## src/rtl/clk_div_prog.sv

```systemverilog
// Multi-channel programmable clock-enable divider.
// Each channel divides clk by a runtime-loadable integer N and produces a
// near-50%-duty registered output plus a one-cycle tick on every rising
// edge of that output. New divisors wait in a shadow register and are only
// applied at a period boundary, a sync edge, or straight away when the
// channel is off (N=0), so the outputs never glitch.
//
// Handshake: div_ld[i] is a plain write strobe with no back-pressure; every
// non-reset edge that sees div_ld[i]=1 captures the div_val slice into the
// shadow and raises pend[i]. pend[i] falls on the edge that moves the shadow
// into the active divisor. tick and div_out are registered clock enables
// and fabric signals, not clocks.
module clk_div_prog #(
  parameter int NUM_CH  = 4,
  parameter int DIV_W   = 8,
  parameter int DEF_DIV = 2
) (
  input  logic                    clk,
  input  logic                    rst,
  input  logic                    en,
  input  logic                    sync,
  input  logic [NUM_CH-1:0]       div_ld,
  input  logic [NUM_CH*DIV_W-1:0] div_val,
  output logic [NUM_CH-1:0]       div_out,
  output logic [NUM_CH-1:0]       tick,
  output logic [NUM_CH-1:0]       pend
);

  localparam logic [DIV_W-1:0] DEF_N  = DEF_DIV[DIV_W-1:0];
  localparam logic [DIV_W-1:0] ONE    = {{(DIV_W-1){1'b0}}, 1'b1};
  localparam logic [DIV_W:0]   ONE_X  = {{DIV_W{1'b0}}, 1'b1};
  localparam logic [DIV_W-1:0] ZERO   = '0;

  for (genvar i = 0; i < NUM_CH; i++) begin : g_ch
    logic [DIV_W-1:0] n_q;      // active divisor
    logic [DIV_W-1:0] s_q;      // shadow divisor
    logic [DIV_W-1:0] cnt_q;    // position inside the current period
    logic             pend_q;
    logic             out_q;
    logic             tick_q;
    logic [DIV_W:0]   half;     // ceil(N/2), one bit wider so N=2^DIV_W-1 cannot wrap
    logic             last;     // counter sits on the final cycle of the period
    logic             high;     // output level for the current counter value

    // Derived per-channel values used by the counting branch.
    always_comb begin
      half = ({1'b0, n_q} + ONE_X) >> 1;
      last = (cnt_q == (n_q - ONE));
      high = ({1'b0, cnt_q} < half);
    end

    // Channel state: reset, then sync, then enabled counting, then hold;
    // a divisor load is layered on top of whichever of those happened.
    always_ff @(posedge clk) begin
      if (!rst) begin
        n_q    <= DEF_N;
        s_q    <= DEF_N;
        cnt_q  <= ZERO;
        pend_q <= 1'b0;
        out_q  <= 1'b0;
        tick_q <= 1'b0;
      end else begin
        if (sync) begin
          cnt_q  <= ZERO;
          out_q  <= 1'b0;
          tick_q <= 1'b0;
          if (pend_q) begin
            n_q    <= s_q;
            pend_q <= 1'b0;
          end
        end else if (en) begin
          if (n_q == ZERO) begin
            // Channel off: outputs parked low, a pending divisor applies now.
            cnt_q  <= ZERO;
            out_q  <= 1'b0;
            tick_q <= 1'b0;
            if (pend_q) begin
              n_q    <= s_q;
              pend_q <= 1'b0;
            end
          end else begin
            out_q  <= high;
            tick_q <= (cnt_q == ZERO);
            if (last) begin
              cnt_q <= ZERO;
              if (pend_q) begin
                n_q    <= s_q;
                pend_q <= 1'b0;
              end
            end else begin
              cnt_q <= cnt_q + ONE;
            end
          end
        end else begin
          tick_q <= 1'b0;
        end

        // A load on the same edge as an apply refills the shadow and keeps
        // pend high, so the new value waits for the following boundary.
        if (div_ld[i]) begin
          s_q    <= div_val[i*DIV_W +: DIV_W];
          pend_q <= 1'b1;
        end
      end
    end

    assign div_out[i] = out_q;
    assign tick[i]    = tick_q;
    assign pend[i]    = pend_q;
  end

endmodule

```

## config.mk

```make
export PLATFORM = sky130hd
export DESIGN_NAME = clk_div_prog
export DESIGN_NICKNAME = d
export VERILOG_FILES = /design/src/rtl/clk_div_prog.sv
export SDC_FILE = /design/constraint.sdc
export NUM_CORES = 1
export LEC_CHECK = 0
export ABC_AREA = 1
export BUFFER_PORTS_ARGS = -buffer_cell sky130_fd_sc_hd__buf_2
export CAP_MARGIN = 10
export CORE_ASPECT_RATIO = 0.6
export CORE_MARGIN = 2
export CORE_UTILIZATION = 35
export CTS_CLUSTER_DIAMETER = 30
export CTS_CLUSTER_SIZE = 8
export DETAILED_ROUTE_END_ITERATION = 6
export PLACE_DENSITY = 0.55
export SETUP_SLACK_MARGIN = 0.05
export SLEW_MARGIN = 20
export SYNTH_ARGS = -nofsm -noshare
export SYNTH_HDL_FRONTEND = slang
export SYNTH_SLANG_ARGS = --single-unit
```

## constraint.sdc

```tcl
create_clock -name clk -period 2.4 [get_ports clk]
set_input_delay 0 -clock clk [delete_from_list [all_inputs] [get_ports clk]]
set_output_delay 0 -clock clk [all_outputs]
set_load 0.03 [all_outputs]
```

==> out/qor.yml, run 1 <==
synth.area.mux_share_pct: 0
seq_area_frac_synth_pct: 32.8
timing.rr.start: "g_ch[1].n_q[0]"
routed_wl_um: 16800
num_rows: 38
fin_skew_ps: 13.8
arrival_ps: 2390
num_antenna_cells: 0
grt_pass1_vias: 5462
p_leak_nw: 3.47
status: "complete, no violations"
htree_levels: 3
worst_slack_ps: 260
initial_utilization_pct: 36.1
synth.ff_latch_count: 108
vias: 5964
antenna_found_initial: 0
die_x_um: 181
tightest_slew_ps: 605
peakVddDrop_v: 0.000345
met3_usage_pct: 3.42
hpwl_um: 12600
worstSkewPairLatency_ps: 360
avgSynthCellArea_um2: 6.95
cp.required_ps: 2650
fin_cells: 1264
dpl_worst_slack_ps: 119
grt_max_degree: 45
synth_top_family_by_area: "simple AND/OR/NAND/NOR gates"
die_y_um: 110
clk_pin_slew_ps: 80
post_dp_cell_area_mm2: 0.00700
period_share_pct: 89.2
cts_buffer_depth: 2
hold_class: "in -> reg"
hp-start: "div_ld[2]"
yosysUniqueCellTypes: 32
dr.pass1.iters: 5
dp.cells: 1210
use_met1_pct: 27.0
place.gp.congestion: 0.884
synthSimpleGateAreaFrac_pct: 32.2
numClockSinks: 108
wire_per_inst_um: 13.3
max_freq_ghz: 0.467
fillerInstances: 1964
slew_viol_final: 0
synth_compound_area_share_pct: 7.56
drive_gt1_share_pct: 10.9
slew_headroom_pct: 59.5
crit_type: "reg -> reg"
cts_buffers: 9
syn_to_final_growth_pct: 17.1
final_cell_area_mm2: 0.00772
grt_busiest_layer: "met1"
cts_tree: "done"
syn_nets: 1033
fin_nets: 1104
endpoint_kind: "register"
overflow: 0
critPathLaunch: "g_ch[1].n_q[0]"
ff2ff_setup_slack_ps: 260
ant_nets: 0
cap_violations: 0
setup_tns_ps: 0
regArea_mm2: 0.00216
yosys_warnings: 0
coreArea_mm2: 0.0183
power_density_mw_per_mm2: 561
path_max_fanout: 6
grt_pass1_wl_um: 28000
multi_input_area_mm2: 0.00380
grtUsageMet2_pct: 25.7
port_buffers: 51
rsz0062_at_grt: "false"
report.final.setup_viol: 0
synthAdderAreaFrac_pct: 8.35
io_pins: 52
root_buffer: "clkbuf_16"
fin_crit_ps: 2140
syn_inst: 949
viasPerCell: 4.72
start_kind: "register"
finalHoldViolations: 0
synthXorXnorAreaFrac_pct: 8.90
dr.first_iter.drc_count: 364
die_area_mm2: 0.0200
drc_errors: 0
synth_area_mm2: 0.00659
grt_use_total_pct: 17.7
==> final timing paths <==
| kind | cells past startpoint | endpoint |
|---|---|---|
| setup / recovery | 14 | g_ch[1].n_q[6] |
| hold / removal | 3 | g_ch[2].s_q[4] |
| setup reg to reg | 14 | g_ch[1].n_q[6] |
| hold reg to reg | 2 | g_ch[1].s_q[2] |
==> cell usage in the layout, fill, tap and decap left out, types with 2 or more instances in the layout <==
| cell type | netlist | final |
|---|---|---|
| nand3b_1 | 2 | 2 |
| nand3_4 | 3 | 5 |
| inv_2 | 7 | 8 |
| dfxtp_2 | 0 | 2 |
| nor2_1 | 120 | 120 |
| nand3_1 | 50 | 49 |
| clkinv_4 | 0 | 2 |
| nor2_2 | 6 | 6 |
| buf_2 | 6 | 51 |
| buf_4 | 13 | 12 |
| dlygate4sd3_1 | 0 | 36 |
| a21oi_1 | 46 | 46 |
| a21o_1 | 3 | 3 |
| clkbuf_16 | 0 | 9 |
| xor2_1 | 48 | 48 |
| nand3_2 | 5 | 4 |
| xnor2_1 | 19 | 19 |
| o21ai_0 | 41 | 41 |
| nand2_1 | 207 | 207 |
| ha_1 | 44 | 44 |
| nand2_4 | 2 | 2 |
| dfxtp_1 | 108 | 106 |
| nand2_2 | 3 | 3 |
| nor3_1 | 20 | 17 |
| nand4_1 | 46 | 46 |
| nor3_2 | 0 | 3 |
| nor4_1 | 7 | 6 |
| a2111oi_1 | 0 | 3 |
| inv_1 | 115 | 114 |
==> cell usage after synthesis, drive strengths merged <==
cell / count / area (um^2)
a21o: 3 / 22.5
a2111oi: 4 / 35.0
clkbuf: 15 / 58.8
ha: 44 / 551
nor4: 7 / 43.8
inv: 122 / 458
buf: 24 / 154
xnor2: 19 / 166
a21oi: 46 / 230
nand2: 212 / 818
nand3b: 2 / 15.0
clkinv: 1 / 3.75
or2: 1 / 6.26
nor3: 20 / 100
nand3: 58 / 353
xor2: 48 / 420
dfxtp: 108 / 2160
nor2: 126 / 488
nor3b: 1 / 7.51
nand4: 46 / 288
o21ai: 42 / 210
==> stage by stage <==
stage | hold slack, ps | power (W) | utilization [%]
3_5_place_dp | 216 | 0.00282 | 38.3
3_3_place_gp | 216 | 0.00282 | 38.3
2_1_floorplan | 122 | 0.00262 | -
6_report | 16.5 | 0.00433 | 42.3
4_1_cts | 4.32 | 0.00434 | 41.9
5_1_grt | 43.4 | 0.00457 | 42.3
==> cell families (layout without fill, tap and decap cells) <==
| logic type | after synthesis | count (layout) |
|---|---|---|
| flops | 108 | 108 |
| simple gates | 473 | 473 |
| compound gates | 95 | 95 |
| buf+inv | 162 | 237 |
| fa+ha+maj | 44 | 44 |
| xor+xnor | 67 | 67 |
==> state kept, by name (all words and copies together) (netlist names) <==
| signal | flops |
|---|---|
| g_ch.out_q | 4 |
| g_ch.cnt_q | 32 |
| g_ch.s_q | 32 |
| g_ch.tick_q | 4 |
| g_ch.pend_q | 4 |
| g_ch.n_q | 32 |
==> worst max-delay path, stage by stage (launching register included) <==
cell and delay (ps):
dfxtp_2 350, inv_1 120, ha_1 210, nand3_1 150, o21ai_0 250, nand2_1 80
nand2_1 60, nand2_1 50, nor2_1 100, nand2_1 140, nand2_4 160, buf_4 150
nand4_1 70, nand2_1 100, nor2_1 40
==> per-layer routing <==
layer / part of all wire [%] / up-vias
met4: 0.61 / 0
li1: - / 3192
met1: 58 / 2667
met2: 38 / 95
met3: 4.2 / 10
met5: 0 / -
==> timing repair <==
action                     4_1_cts  5_1_grt
hold endpoints to repair        32        0
buffers inserted                 0        3
gates resized for setup          0       13
setup endpoints to repair        0       15
hold buffers                    36        0
==> cell type report <==
type | count | share of cell area, %
clock inverter | 5 | 0.584
tap | 240 | 3.89
sequential | 108 | 28.1
inverter | 123 | 5.98
clock buffer | 10 | 3.10
multi-input combinational | 679 | 49.2
timing repair buffer | 99 | 9.15
==> power breakdown <==
part / total [W] / switching (W) / internal, W
clock network: 0.00148 / 0.000734 / 0.000744
logic: 0.000863 / 0.000523 / 0.000340
registers: 0.00198 / 0.0000971 / 0.00189
total: 0.00433 / 0.00135 / 0.00297
Power figures use the tool's default switching activity.
==> run 2, diff against run 1 <==
RECOVER_POWER = 25   (was default)
==> out/qor.yml, run 2 (synthesized netlist as in run 1, its figures left out) <==
initial_utilization_pct: 36.1
max_stage_delay_ps: 350
antenna_found_initial: 0
vias: 5961
tightest_slew_ps: 1110
place.gp.congestion: 0.884
port_buffers: 51
fin_crit_ps: 2150
min_path_cells: 3
layout_common_cells: "207 x nand2_1, 120 x nor2_1, 114 x inv_1, 106 x dfxtp_1, 49 x nand3_1"
fin_skew_ps: 13.8
fillerInstances: 1967
worstSkewPairLatency_ps: 360
fin_nets: 1104
grt_pass1_wl_um: 28000
slew_headroom_pct: 26.1
crit_slowest_cell: "dfxtp_2"
dp.cells: 1210
ff2ff_setup_slack_ps: 250
r2r_end: "g_ch[1].n_q[6]"
slew_viol_final: 0
htree_levels: 3
fin_cells: 1264
coreArea_mm2: 0.0183
hpwl_um: 12600
drc_errors: 0
cts_tree: "done"
total_power_w: 0.00432
cp_cell_sequence: "inv_1, ha_1, nand3_1, o21ai_0, nand2_1, nand2_1, nand2_1, nor2_1, nand2_1, nand2_4, buf_4, nand4_1, nand2_1, nor2_1"
hp-start: "div_ld[2]"
p_leak_nw: 3.43
die_y_um: 110
crit_type: "reg -> reg"
grt_use_total_pct: 17.7
hold_class: "in -> reg"
path_max_fanout: 6
critical_path_buf_inv_count: 2
reg_top3: "g_ch.cnt_q (32), g_ch.n_q (32), g_ch.s_q (32)"
num_antenna_cells: 0
critPathTopFamily: "simple AND/OR/NAND/NOR gates"
cts_buffers: 9
cts_buffer_depth: 2
grt_pass1_vias: 5462
clk_pin_slew_ps: 80
arrival_ps: 2400
period_share_pct: 89.6
path_common_cell: "nand2_1"
report.final.setup_viol: 0
dpl_worst_slack_ps: 119
drive_gt1_share_pct: 9.86
die_area_mm2: 0.0200
die_x_um: 181
rsz0062_at_grt: "false"
setup_tns_ps: 0
numClockSinks: 108
start_kind: "register"
viasPerCell: 4.72
reg2regPathDepth: 14
power_density_mw_per_mm2: 561
grt_max_degree: 45
peakVddDrop_v: 0.000344
root_buffer: "clkbuf_16"
status: "complete, no violations"
endpoint_kind: "register"
timing.rr.start: "g_ch[1].n_q[0]"
cp.required_ps: 2650
worst_slack_ps: 249
min_to: "g_ch[2].s_q[4]"
cap_violations: 0
regArea_mm2: 0.00216
overflow: 0
multi_input_area_mm2: 0.00380
io_pins: 52
routed_wl_um: 16800
max_freq_ghz: 0.465
syn_to_final_growth_pct: 16.8
final_common_cell: "nand2_1"
dr.pass1.iters: 5
finalHoldViolations: 0
num_rows: 38
ant_nets: 0
wire_per_inst_um: 13.3
dr.first_iter.drc_count: 361
## run 2: cell types whose count changed in the layout (fill, tap and decap cells not counted)
cell	previous run	this run
buf_2	51	40
clkbuf_1	0	11
buf_4	12	11
clkbuf_2	0	1
## run 2: report_power, final
| group | internal [W] | switching, W | leakage [nW] |
|---|---|---|---|
| combinational | 0.000337 | 0.000524 | 2.41 |
| clock | 0.000744 | 0.000733 | 0.137 |
| sequential | 0.00189 | 0.0000979 | 0.886 |
## run 2: worst max-delay path by stage
stage / start / to / slack, ps / cells past startpoint
3_3_place_gp: g_ch[0].n_q[2] / g_ch[0].out_q / 170 / 9
6_report: g_ch[1].n_q[0] / g_ch[1].n_q[6] / 250 / 14
2_1_floorplan: g_ch[3].n_q[2] / g_ch[3].out_q / 470 / 10
5_1_grt: g_ch[1].n_q[0] / g_ch[1].n_q[6] / 80 / 14
4_1_cts: g_ch[0].n_q[2] / g_ch[0].out_q / 90 / 9
3_5_place_dp: g_ch[0].n_q[2] / g_ch[0].out_q / 120 / 9
## run 2: tightest hold or removal path, stage by stage
cell and delay [ps]:
buf_2 160, o21ai_0 90, nor2_1 70
## run 2: final cells by class
| class | count | area share [%] |
|---|---|---|
| clock buffer | 10 | 3.10 |
| clock inverter | 5 | 0.585 |
| inverter | 123 | 6.00 |
| multi-input combinational | 679 | 49.3 |
| sequential | 108 | 28.1 |
| tap | 240 | 3.90 |
| timing repair buffer | 99 | 8.95 |
## run 2: metrics by stage
step | hold slack (ps) | instance area [um^2] | utilization [%]
floorplan | 122 | 6590 | -
global placement | 216 | 7000 | 38.3
detailed placement | 216 | 7000 | 38.3
CTS | 4.32 | 7650 | 41.9
global route | 43.4 | 7700 | 42.2
finish | 14.4 | 7700 | 42.2
## run 2: per-layer routing
layer  vias to the layer above  track usage, %  part of all wire, %
met3                         8            3.42                  3.8
li1                       3188               -                    -
met2                       101            25.7                   38
met4                         0            2.79                 0.55
met1                      2664            27.0                   58
met5                         -               0                    0
## run 2: repair_timing
action / 4_1_cts / 5_1_grt
setup buffers: 0 / 3
endpoints found under the hold margin: 32 / 0
gates resized for setup: 0 / 13
hold buffers: 36 / 0
endpoints found under the setup margin: 0 / 15
